<file path="src/rtl/i2s_rx_deserializer.sv">
// I2S record-path deserializer: oversamples bclk/reclrc/recdat on mclk, frames signed L/R pairs, queues them in a FIFO.
// Optional I2S_RX_FRAME_CHECK_EN adds a sticky frame_err for short half-frames and a 64-rise half-frame watchdog.
module i2s_rx_deserializer #(
    parameter int SAMPLE_BITS = 16,
    parameter int FIFO_DEPTH  = 8
) (
    input  logic                          mclk,
    input  logic                          rst,
    input  logic                          bclk,
    input  logic                          reclrc,
    input  logic                          recdat,
    output logic                          m_valid,
    input  logic                          m_ready,
    output logic [SAMPLE_BITS-1:0]        m_left,
    output logic [SAMPLE_BITS-1:0]        m_right,
    output logic [$clog2(FIFO_DEPTH):0]   fifo_level,
    output logic                          overflow,
    output logic                          frame_err
);
    localparam int AW = $clog2(FIFO_DEPTH);
    localparam int LW = AW + 1;
    localparam int CW = $clog2(SAMPLE_BITS + 1);

    typedef enum logic [2:0] {SYNC, L_DLY, L_SHIFT, L_PAD, R_DLY, R_SHIFT, R_PAD} state_t;

    logic bclk_s1_q, bclk_s2_q, bclk_s3_q, lr_s1_q, lr_s2_q, dat_s1_q, dat_s2_q;
    logic rise, lr_edge, lr_fall, lr_riseedge, push, pop, push_ok;

    state_t                   state_q, state_d;
    logic [SAMPLE_BITS-1:0]   left_sr_q, left_sr_d, right_sr_q, right_sr_d;
    logic [CW-1:0]            bitcnt_q, bitcnt_d;
    logic                     lr_prev_q, lr_prev_d, bad_q, bad_d;
    logic [AW-1:0]            wr_ptr_q, wr_ptr_d, rd_ptr_q, rd_ptr_d;
    logic [LW-1:0]            level_q, level_d;
    logic                     m_valid_q, m_valid_d, overflow_q, overflow_d;
    logic [2*SAMPLE_BITS-1:0] mem_q [FIFO_DEPTH];

`ifdef I2S_RX_FRAME_CHECK_EN
    logic       frame_err_q, frame_err_d, short_hf, wdog_trip;
    logic [5:0] halfcnt_q, halfcnt_d;
`endif

    assign rise        = bclk_s2_q & ~bclk_s3_q;
    assign lr_edge     = lr_s2_q ^ lr_prev_q;
    assign lr_fall     = lr_prev_q & ~lr_s2_q;
    assign lr_riseedge = ~lr_prev_q & lr_s2_q;

    // Framing FSM. The rise that reveals the reclrc edge is the I2S one-bit delay slot,
    // so the DLY state's own rise carries the MSB.
    always_comb begin
        state_d    = state_q;
        left_sr_d  = left_sr_q;
        right_sr_d = right_sr_q;
        bitcnt_d   = bitcnt_q;
        lr_prev_d  = lr_prev_q;
        bad_d      = bad_q;
        push       = 1'b0;
`ifdef I2S_RX_FRAME_CHECK_EN
        halfcnt_d  = halfcnt_q;
        short_hf   = 1'b0;
        wdog_trip  = 1'b0;
`endif
        if (rise) begin
            lr_prev_d = lr_s2_q;
            unique case (state_q)
                SYNC: if (lr_fall) begin
                    state_d = L_DLY;
                    bad_d   = 1'b0;
                end
                L_DLY, L_SHIFT: begin
                    if (lr_edge) begin
                        state_d = R_DLY;
                        bad_d   = 1'b1;
                    end else begin
                        left_sr_d = {left_sr_q[SAMPLE_BITS-2:0], dat_s2_q};
                        if (state_q == L_DLY) begin
                            bitcnt_d = CW'(1);
                            state_d  = L_SHIFT;
                        end else begin
                            bitcnt_d = bitcnt_q + CW'(1);
                            if (bitcnt_q == CW'(SAMPLE_BITS - 1)) state_d = L_PAD;
                        end
                    end
                end
                L_PAD: if (lr_riseedge) state_d = R_DLY;
                R_DLY, R_SHIFT: begin
                    if (lr_edge) begin
                        state_d = L_DLY;
                        bad_d   = 1'b0;
                    end else begin
                        right_sr_d = {right_sr_q[SAMPLE_BITS-2:0], dat_s2_q};
                        if (state_q == R_DLY) begin
                            bitcnt_d = CW'(1);
                            state_d  = R_SHIFT;
                        end else begin
                            bitcnt_d = bitcnt_q + CW'(1);
                            if (bitcnt_q == CW'(SAMPLE_BITS - 1)) state_d = R_PAD;
                        end
                    end
                end
                R_PAD: if (lr_fall) begin
                    push    = ~bad_q;
                    state_d = L_DLY;
                    bad_d   = 1'b0;
                end
                default: state_d = SYNC;
            endcase
`ifdef I2S_RX_FRAME_CHECK_EN
            short_hf  = lr_edge && (state_q inside {L_DLY, L_SHIFT, R_DLY, R_SHIFT});
            wdog_trip = !lr_edge && (state_q != SYNC) && (halfcnt_q == 6'd63);
            halfcnt_d = (lr_edge || state_q == SYNC || wdog_trip) ? 6'd0 : halfcnt_q + 6'd1;
            if (wdog_trip) state_d = SYNC;
`endif
        end
    end

    // FIFO bookkeeping; a pop in the same cycle frees the slot a full-FIFO push needs.
    always_comb begin
        pop        = m_valid_q & m_ready;
        push_ok    = push & ((level_q != LW'(FIFO_DEPTH)) | pop);
        overflow_d = overflow_q | (push & ~push_ok);
        wr_ptr_d   = push_ok ? wr_ptr_q + AW'(1) : wr_ptr_q;
        rd_ptr_d   = pop ? rd_ptr_q + AW'(1) : rd_ptr_q;
        level_d    = level_q;
        case ({push_ok, pop})
            2'b10:   level_d = level_q + LW'(1);
            2'b01:   level_d = level_q - LW'(1);
            default: level_d = level_q;
        endcase
        m_valid_d  = (level_d != '0);
    end

    always_ff @(posedge mclk) begin
        if (rst) begin
            {bclk_s1_q, bclk_s2_q, bclk_s3_q} <= 3'b000;
            {lr_s1_q, lr_s2_q, dat_s1_q, dat_s2_q} <= 4'b0000;
            state_q    <= SYNC;
            left_sr_q  <= '0;
            right_sr_q <= '0;
            bitcnt_q   <= '0;
            lr_prev_q  <= 1'b0;
            bad_q      <= 1'b0;
            wr_ptr_q   <= '0;
            rd_ptr_q   <= '0;
            level_q    <= '0;
            m_valid_q  <= 1'b0;
            overflow_q <= 1'b0;
            for (int i = 0; i < FIFO_DEPTH; i++) mem_q[i] <= '0;
        end else begin
            bclk_s1_q  <= bclk;
            bclk_s2_q  <= bclk_s1_q;
            bclk_s3_q  <= bclk_s2_q;
            lr_s1_q    <= reclrc;
            lr_s2_q    <= lr_s1_q;
            dat_s1_q   <= recdat;
            dat_s2_q   <= dat_s1_q;
            state_q    <= state_d;
            left_sr_q  <= left_sr_d;
            right_sr_q <= right_sr_d;
            bitcnt_q   <= bitcnt_d;
            lr_prev_q  <= lr_prev_d;
            bad_q      <= bad_d;
            wr_ptr_q   <= wr_ptr_d;
            rd_ptr_q   <= rd_ptr_d;
            level_q    <= level_d;
            m_valid_q  <= m_valid_d;
            overflow_q <= overflow_d;
            if (push_ok) mem_q[wr_ptr_q] <= {left_sr_q, right_sr_q};
        end
    end

`ifdef I2S_RX_FRAME_CHECK_EN
    assign frame_err_d = frame_err_q | short_hf | wdog_trip;

    always_ff @(posedge mclk) begin
        if (rst) begin
            frame_err_q <= 1'b0;
            halfcnt_q   <= '0;
        end else begin
            frame_err_q <= frame_err_d;
            halfcnt_q   <= halfcnt_d;
        end
    end

    assign frame_err = frame_err_q;
`else
    assign frame_err = 1'b0;
`endif

    assign m_valid    = m_valid_q;
    assign m_left     = mem_q[rd_ptr_q][2*SAMPLE_BITS-1:SAMPLE_BITS];
    assign m_right    = mem_q[rd_ptr_q][SAMPLE_BITS-1:0];
    assign fifo_level = level_q;
    assign overflow   = overflow_q;
endmodule

</file>
<file path="config.mk">
export PLATFORM = sky130hd
export DESIGN_NAME = i2s_rx_deserializer
export DESIGN_NICKNAME = d
export VERILOG_FILES = /design/src/rtl/i2s_rx_deserializer.sv
export SDC_FILE = /design/constraint.sdc
export NUM_CORES = 1
export LEC_CHECK = 0
export BUFFER_PORTS_ARGS = -buffer_cell sky130_fd_sc_hd__buf_4
export CAP_MARGIN = 30
export CORE_UTILIZATION = 40
export DETAILED_ROUTE_END_ITERATION = 10
export GPL_ROUTABILITY_DRIVEN = 1
export HOLD_SLACK_MARGIN = 0.12
export MAX_ROUTING_LAYER = met4
export PLACE_DENSITY_LB_ADDON = 0.2
export RECOVER_POWER = 100
export SLEW_MARGIN = 30
export SYNTH_ARGS = -nofsm -noshare
export SYNTH_HDL_FRONTEND = slang
export SYNTH_SLANG_ARGS = --single-unit
</file>
<file path="constraint.sdc">
create_clock -name mclk -period 2.2 [get_ports mclk]
set_input_delay 0.11 -clock mclk [delete_from_list [all_inputs] [get_ports mclk]]
set_output_delay 0.11 -clock mclk [all_outputs]
set_load 0.01 [all_outputs]
</file>
## After elaboration in Yosys (flattened, before gate mapping)

Memory sizes are Yosys's and may differ from the RTL's. A register that Yosys moved wholly into a read port is not among the register bits.
Cells that the tools add are included.

| cells by class | value |
|---|---|
| multipliers | 0 |
| reductions and logical operators | 13 |
| shifts and indexed selects | 0 |
| $lt $le $gt $ge | 0 |
| div/mod/pow operators | 0 |
| $add $sub $neg | 5 |
| bitwise gates (word level) | 15 |
| eq/ne operators | 18 |
| mux-type cells | 32 |

Operator list:

| kind | number |
|---|---|
| $mux W3 | 11 |
| $mux W32 | 1 |
| $reduce_or A32 Y1 | 1 |
| $mux W5 | 4 |
| $mux W1 | 12 |
| $ne A4 B4 Y1 const B | 3 |
| $pmux W3 S4 | 1 |
| $ne A2 B2 Y1 const B | 5 |
| $pmux W5 S2 | 1 |
| $reduce_and A5 Y1 | 2 |
| $eq A3 B3 Y1 const B | 3 |
| $pmux W4 S2 | 1 |
| $add A3 B1 Y3 const B | 2 |
| $and A1 B1 Y1 | 6 |
| $eq A3 B2 Y1 const B | 2 |
| $not A1 Y1 | 6 |
| $reduce_and A3 Y1 | 2 |
| $reduce_or A2 Y1 | 3 |
| $add A5 B1 Y5 const B | 1 |
| $eq A5 B4 Y1 const B | 1 |
| $add A4 B1 Y4 const B | 1 |
| $reduce_and A4 Y1 | 1 |
| $reduce_bool A4 Y1 | 1 |
| $sub A4 B1 Y4 const B | 1 |
| other kinds (10) | 11 |

| storage, ports and cells | value |
|---|---|
| bits in read-only memories | 0 |
| memories kept | 1 |
| output and inout bits | 39 |
| RAM bits | 256 |
| flip-flop bits (word level) | 61 |
| bits of input ports | 6 |
| logic and storage cells | 102 |
| latch bits | 0 |

Memory list:

| memory | depth | width | rd ports | clocked after memory_dff | write ports | line | source |
|---|---|---|---|---|---|---|---|
| mem_q | 8 | 32 | 1 | 1 | 8 | 36 | `logic [2*SAMPLE_BITS-1:0] mem_q [FIFO_DEPTH];` |

## Logic depth before layout (Yosys ltp)

Gate-level depths: netlist of run 1.

| logic depth | value |
|---|---|
| depth after elaboration | 11 |
| mapped depth | 11 |
| gate-level depth less buffers | 11 |

## Worst setup path before layout of run 1

Ideal clock, no wire load.

| timing path | value |
|---|---|
| path kind | flip-flop to flip-flop |
| from | register lr_s2_q |
| to | memory mem_q[7][0] (netlist bit), enable pin |
| buffers on the path | 0 |
| clock period less this slack | 2183 ps |
| setup slack | 17 ps |
| required time | 1825 ps |
| stages on the path, launching flop included | 8 |
| library setup time | 375 ps |
| arrival | 1808 ps |
| path through | dfxtp_1 inv_1 ha_1 nand4bb_4 nor2_4 nand3_2 nor2_1 or2_2 |

RTL lines:

| item | line | source |
|---|---|---|
| from (decl) | 26 | `logic bclk_s1_q, bclk_s2_q, bclk_s3_q, lr_s1_q, lr_s2_q, dat_s1_q, dat_s2_q;` |
| from (signal assigned) | 154 | `lr_s2_q <= lr_s1_q;` |
| to (decl) | 36 |  |

==> flow_summary_export.csv, run 1 <==
group,metric,value,unit
yosys,netlist_area,14170,um^2
outcome,violations,"setup timing",
floorplanning,die_w,190.2,um
clock_tree,cts_buffers,37,
sta,fmax,439.2,MHz
yosys,ys_seq_elements,320,
placed_design,port_buffers,43,
grt,grt_util_met1,24.26,%
worst_setup_path,reg2reg_to,"m_valid$_SDFF_PP0_",
cells_and_area,fill_cells,3055,
sta,period_share,103.5,%
cells_and_area,syn2layout_area_growth,18.19,%
placed_design,hpwl,17.66,mm
clock_tree,ctsRootBufferMaster,"clkbuf_16",
worst_setup_path,critPathMostFrequentCell,"buf_4",
cells_and_area,instances_no_fill,1550,
grt,grt_max_degree,53,
worst_setup_path,crit_path_end_kind,"output port",
worst_setup_path,worstPathRequired,2090,ps
placed_design,placed_cells,1469,
job,maxCapViolCount,0,
clock_tree,clock_latency,520,ps
grt,grt_use_met3,2.392,%
yosys,syn_inst,977,
cells_and_area,mostFrequentLayoutCells,"edfxtp_1 (256), and2_1 (226), mux4_2 (64), dfxtp_1 (60), nand2_1 (47)",
route,drt-total-wl,31.44,mm
worst_hold_path,min_path_cells,3,
yosys,yosysWarnings,0,
grt,grt_overflow,0,
yosys,synth_cell_types,55,
clock_tree,path_clk_slew,50,ps
route,drt-wirelength-per-cell,20.28,um
route,drc,0,
floorplanning,core,34710,um^2
worst_setup_path,criticalPathCategory,"flop to output port",
floorplanning,dieArea,36190,um^2
worst_setup_path,start_kind,"flop",
yosys,synth_mux_area_share,14.20,%
floorplanning,rows,68,
clock_tree,htreeDepth,2,
yosys,synth_simple_gate_area_share,16.76,%
sta,hold_viol,0,
yosys,yosys.area_share.xor_xnor,0.5561,%
worst_setup_path,r2r_cells,10,
sta,tightest_slew,1251,ps
sta,holdWs,357.7,ps
cells_and_area,layout_commonest_cell,"edfxtp_1",
yosys,synth_top_family_by_area,"simple AND/OR/NAND/NOR gates",
grt,top_usage_layer,"met2",
outcome,status,"complete, but fails checks",
cells_and_area,seq_area,8976,um^2
worst_setup_path,path_cells,"buf_4 > buf_12 > mux4_2 > mux2_2 > buf_4",
sta,fin_crit,2277,ps
route,num_vias,7862,
sta,setup_viol_count_final,32,
grt,grt_pass1_vias,8115,
cells_and_area,drive_gt1_share,24.29,%
worst_hold_path,holdCritPathClass,"input pin to flop",
placed_design,gp_congestion,0.7758,
worst_setup_path,worstReg2RegStart,"lr_s2_q$_SDFF_PP0_",
worst_hold_path,hold_path.startpoint,"recdat",
yosys,synth_compound_area_share,2.075,%
cells_and_area,num-nets-final,1081,
pwr,vdd_drop_max,0.0004723,V
sta,rsz0062_at_grt,"yes",
sta,skew,16.84,ps
pwr,power_density,872.8,nW/um^2
worst_setup_path,cp.arrival,2170,ps
yosys,async_flop_share,0,%
worst_hold_path,worstHoldEndpoint,"dat_s1_q$_SDFF_PP0_",
grt,grt_pass1_wl,48.65,mm
grt,grtUsageTotal,18.40,%
yosys,seq_area_frac_synth,63.28,%
yosys,synth_edf_count,256,
floorplanning,start_util,40.83,%
yosys,synth_top_area_share,54.24,%
sta,max_slew_margin,16.60,%
pwr,p_leak,5.957,nW
yosys,avgSynthCellArea,14.51,um^2
route,dr.pass1.iters,5,
yosys,ys.flop_type,"edfxtp_1",
route,drtAntennaViolNets,0,
yosys,synth_area_leaders,"edfxtp_1 (54%), and2_1 (11%), mux4_2 (10%)",
clock_tree,cts_max_path_buffers,3,
worst_setup_path,rrSetupSlack,80,ps
grt,met2_usage,30.40,%
sta,fin_ws,-76.67,ps
yosys,synth_nets,992,
clock_tree,clock-sinks,320,
route,drtIter0Drc,439,
floorplanning,dieHeight,190.2,um
placed_design,place_area,15380,um^2
cells_and_area,multi_input_area,4946,um^2
sta,drv_slew,0,
cells_and_area,final_area,16750,um^2
clock_tree,cts_tree,"done",
worst_setup_path,worstPathMaxFanout,5,
grt,antenna_found_initial,0,
yosys,synthAdderAreaFrac,0.9181,%
yosys,synth_top_area_cell,"edfxtp_1",
worst_setup_path,crit_slowest_cell,"mux4_2",
route,viasPerCell,5.072,
worst_setup_path,cpPeakStageDelay,540,ps
floorplanning,io_pins,45,
cells_and_area,n_antenna_cell,0,
-- cell families after synthesis --
family | count (synthesis)
xor gates and xnor gates | 9
DFF | 320
muxes | 117
AOI/OAI and AO/OA | 50
buffers and inverters | 69
adders and majority gates | 10
other | 1
and+or+nand+nor | 401
-- final cells by class --
cell class | count | area share (%)
Clock inverter | 13 | 0.6797
Inverter | 11 | 0.2465
Timing Repair Buffer | 108 | 6.266
Multi-Input combinational cell | 588 | 29.52
Tap cell | 455 | 3.398
Clock buffer | 55 | 6.304
Sequential cell | 320 | 53.58
-- repair_timing --
action / in CTS / in global routing
setup buffers: 1 / 3
endpoints found under the setup margin: 33 / 54
gates cloned: 1 / 3
pin swaps: 0 / 1
gates resized for setup: 30 / 13
hold endpoints to repair: 18 / 0
hold buffers: 5 / 0
-- per-stage QoR --
step	utilization [%]	TNS, ps	worst slack (ps)	total power, W
CTS	48.27	-2681	-124.5	0.01470
detailed placement	44.31	0	5.260	0.008645
global route	48.26	-5347	-133.6	0.01517
floorplan	-	0	17.26	0.008002
finish	48.26	-1669	-76.67	0.01462
global placement	44.31	0	47.38	0.008639
-- Yosys cell counts, types with 10 or more instances --
library cell and count:
dfxtp_1 64, clkbuf_2 21, edfxtp_1 256, nor2b_1 12, nor2_1 45, a21oi_1 28
clkbuf_1 20, buf_2 10, mux4_2 64, mux2_2 33, nand2_1 48, and2_1 256
inv_1 11, mux2i_1 20
-- worst max path at each step --
stage | start | endpoint | slack [ps] | cells after the start
6_report | flop | m_right[1] | -80 | 5
5_1_grt | flop | m_right[1] | -130 | 5
4_1_cts | flop | m_right[8] | -120 | 4
3_5_place_dp | lr_prev_q$_SDFFE_PP0P_ | m_valid$_SDFF_PP0_ | 5 | 10
3_3_place_gp | lr_s2_q$_SDFF_PP0_ | m_valid$_SDFF_PP0_ | 50 | 11
2_1_floorplan | lr_s2_q$_SDFF_PP0_ | mem_q[7][0]$_SDFFCE_PN0P_ | 20 | 7
-- power by group --
part | switching (W) | internal, W | total (W)
combinational | 0.000806 | 0.00103 | 0.00183
clock | 0.00236 | 0.00356 | 0.00592
sequential | 0.000104 | 0.00677 | 0.00687
-- registers in the layout, summed over array words and instances, names as in the netlist, named ones only --
name and count:
mem_q 256, left_sr_q 16, right_sr_q 16, bitcnt_q 5
fifo_level 4, rd_ptr_q 3, state_q 3, wr_ptr_q 3
bad_q 1, bclk_s1_q 1, bclk_s2_q 1, bclk_s3_q 1
dat_s1_q 1, dat_s2_q 1, lr_prev_q 1, lr_s1_q 1
lr_s2_q 1, m_valid 1, overflow 1
-- per-layer routing --
layer / part of all wire, % / wire, um / up-vias
li1: - / - / 3716
met1: 45 / 14170 / 3946
met2: 50 / 15600 / 151
met3: 3.5 / 1090 / 49
met4: 1.8 / 575 / 0
met5: 0 / 0 / -
-- worst max-delay path, delay by kind of cell (launching register included) --
family                 cells  cell delay [ps]
buffers and inverters      3              400
flip-flops                 1              430
multiplexers               2              830
(Power assumes the default switching activity.)
==> run 2: changes to the inputs <==
--- a/config.mk
+++ b/config.mk
@@ -7,6 +7,8 @@
 export LEC_CHECK = 0
 export BUFFER_PORTS_ARGS = -buffer_cell sky130_fd_sc_hd__buf_4
 export CAP_MARGIN = 30
+export CELL_PAD_IN_SITES_DETAIL_PLACEMENT = 1
+export CELL_PAD_IN_SITES_GLOBAL_PLACEMENT = 2
 export CORE_UTILIZATION = 40
 export DETAILED_ROUTE_END_ITERATION = 10
 export GPL_ROUTABILITY_DRIVEN = 1
==> run 2 against run 1 <==
The flow still finishes with violations (setup timing); final cell count increased by 0.45%; routed wire length grew 14%; count of clock-buffer cells in the layout decreased by 4; power up 1.5%; core utilization rose by 0.71 points; register-to-register slack worse by 60 ps; critical path depth unchanged; global-route usage increased by 2.4 points; clock power about the same; critical path type unchanged; largest cell class unchanged; largest power group unchanged.
==> flow_summary_export.csv, run 2 (synthesized netlist as in run 1, its figures left out) <==
group,metric,value,unit
sta,setup_viol_count_final,32,
cells_and_area,syn2layout_area_growth,19.94,%
grt,antenna_found_initial,1,
clock_tree,cts_tree,"done",
floorplanning,start_util,40.83,%
job,maxCapViolCount,0,
grt,grt_pass1_vias,8796,
worst_setup_path,crit_path_end_kind,"output port",
outcome,violations,"setup timing",
worst_setup_path,criticalPathCategory,"flop to output port",
clock_tree,ctsRootBufferMaster,"clkbuf_16",
clock_tree,cts_buffers,37,
grt,grt_pass1_wl,54.23,mm
pwr,p_leak,6.106,nW
route,dr.pass1.iters,4,
route,drt-wirelength-per-cell,22.92,um
floorplanning,core,34710,um^2
pwr,power_density,873.1,nW/um^2
sta,max_slew_margin,51.36,%
cells_and_area,fin_util,48.97,%
sta,period_share,104.3,%
cells_and_area,n_antenna_cell,0,
placed_design,gp_congestion,0.7311,
sta,drv_slew,0,
pwr,pwr-share-comb,13.7,%
cells_and_area,largest_registers,"mem_q x256, left_sr_q x16, right_sr_q x16",
clock_tree,clock-sinks,320,
worst_hold_path,holdCritPathClass,"input pin to flop",
floorplanning,io_pins,45,
grt,grt_overflow,0,
route,drt-total-wl,35.69,mm
pwr,swShare,22.84,%
route,drtIter0Drc,379,
cells_and_area,final_area,17000,um^2
cells_and_area,multi_input_area,4995,um^2
route,drtAntennaViolNets,0,
pwr,p_seq_share,46.3,%
worst_setup_path,worstPathMaxFanout,7,
cells_and_area,mostFrequentLayoutCells,"edfxtp_1 (256), and2_1 (242), mux4_2 (64), dfxtp_1 (60), buf_4 (51)",
sta,fmax,435.9,MHz
worst_setup_path,start_kind,"flop",
cells_and_area,largest_reg_flops,256,
clock_tree,htreeDepth,2,
sta,hold_viol,0,
pwr,vdd_drop_max,0.0004745,V
cells_and_area,layout_commonest_cell,"edfxtp_1",
cells_and_area,drive_gt1_share,25.50,%
route,num_vias,8078,
floorplanning,rows,68,
clock_tree,cts_max_path_buffers,3,
sta,fin_crit,2294,ps
pwr,clockPowerShare,40.1,%
clock_tree,path_clk_slew,60,ps
grt,grt_max_degree,47,
cells_and_area,num-nets-final,1088,
cells_and_area,top_register,"mem_q",
floorplanning,dieArea,36190,um^2
route,drc,0,
sta,rsz0062_at_grt,"yes",
floorplanning,dieHeight,190.2,um
floorplanning,die_w,190.2,um
pwr,p_int,0.01145,W
outcome,status,"complete, but fails checks",
cells_and_area,fill_cells,3366,
sta,tightest_slew,729.5,ps
grt,grtUsageTotal,20.81,%
route,viasPerCell,5.188,
worst_setup_path,worstPathRequired,2090,ps
placed_design,port_buffers,43,
placed_design,place_area,15400,um^2
placed_design,hpwl,20.36,mm
cells_and_area,seq_area,8979,um^2
sta,tns,-2277,ps
worst_setup_path,cp.arrival,2180,ps
pwr,switchingPower,0.003390,W
clock_tree,clock_latency,520,ps
sta,fin_ws,-93.89,ps
sta,skew,18.30,ps
-- run 2: cell types whose count changed in the layout (fill, tap and decap cells not counted), moves of 3 or more --
cell / delta
buf_4: +9
buf_12: +6
clkbuf_4: -6
clkbuf_2: -4
buf_16: +4
and2_1: +16
clkinv_2: +6
nor2_2: +3
nor2_1: -4
and2_0: -16
-- run 2: area by class of cell --
cell class	instances	area share [%]
Timing Repair Buffer	115	7.308
Sequential cell	320	52.82
Clock buffer	51	6.123
Inverter	11	0.2429
Tap cell	455	3.349
Multi-Input combinational cell	588	29.38
Clock inverter	17	0.7802
-- run 2: per-stage QoR --
stage | total power (W) | std cells | worst slack [ps] | hold WS, ps
floorplan | 0.008002 | 977 | 17.26 | 238.2
global placement | 0.008635 | 1471 | 42.34 | 331.3
detailed placement | 0.008664 | 1471 | -22.55 | 335.4
CTS | 0.01486 | 1550 | -122.7 | 346.0
global route | 0.01536 | 1557 | -139.6 | 380.3
finish | 0.01484 | 1557 | -93.89 | 360.2
-- run 2: final timing paths --
check,depth (start not counted),startpoint,endpoint,slack [ps]
worst max-delay path,5,flop,m_right[10],-90
worst min-delay path,3,recdat,dat_s1_q$_SDFF_PP0_,360
worst max register to register,11,lr_s2_q$_SDFF_PP0_,m_valid$_SDFF_PP0_,20
worst min register to register,1,lr_s1_q$_SDFF_PP0_,lr_s2_q$_SDFF_PP0_,440
-- run 2: metal layers --
metal / vias to the layer above / global-route usage (%) / wire length [um]
li1: 3726 / - / -
met1: 4187 / 26.06 / 15400
met2: 115 / 36.15 / 18640
met3: 50 / 2.576 / 1025
met4: 0 / 4.492 / 632
met5: - / - / 0
-- run 2: power groups by stage --
stage	clock, W	sequential (W)	combinational [W]
after floorplan	0	0.00697	0.00103
after global placement	0	0.00698	0.00166
after detailed placement	0	0.00700	0.00167
after CTS	0.00606	0.00687	0.00192
after global routing	0.00630	0.00690	0.00217
final	0.00594	0.00687	0.00203
-- run 2: critical path: stages, from the launching register on --
cell and delay (ps):
dfxtp_4 420, buf_12 140, clkbuf_16 160, mux4_2 500, mux2_4 320, buf_6 130
-- run 2: timing repair --
item | CTS | global route
resized for setup | 33 | 23
setup endpoints to repair | 33 | 34
pin swaps | 0 | 4
hold buffers | 6 | 0
hold endpoints to repair | 17 | 0
cloned | 3 | 3
setup buffers | 2 | 4
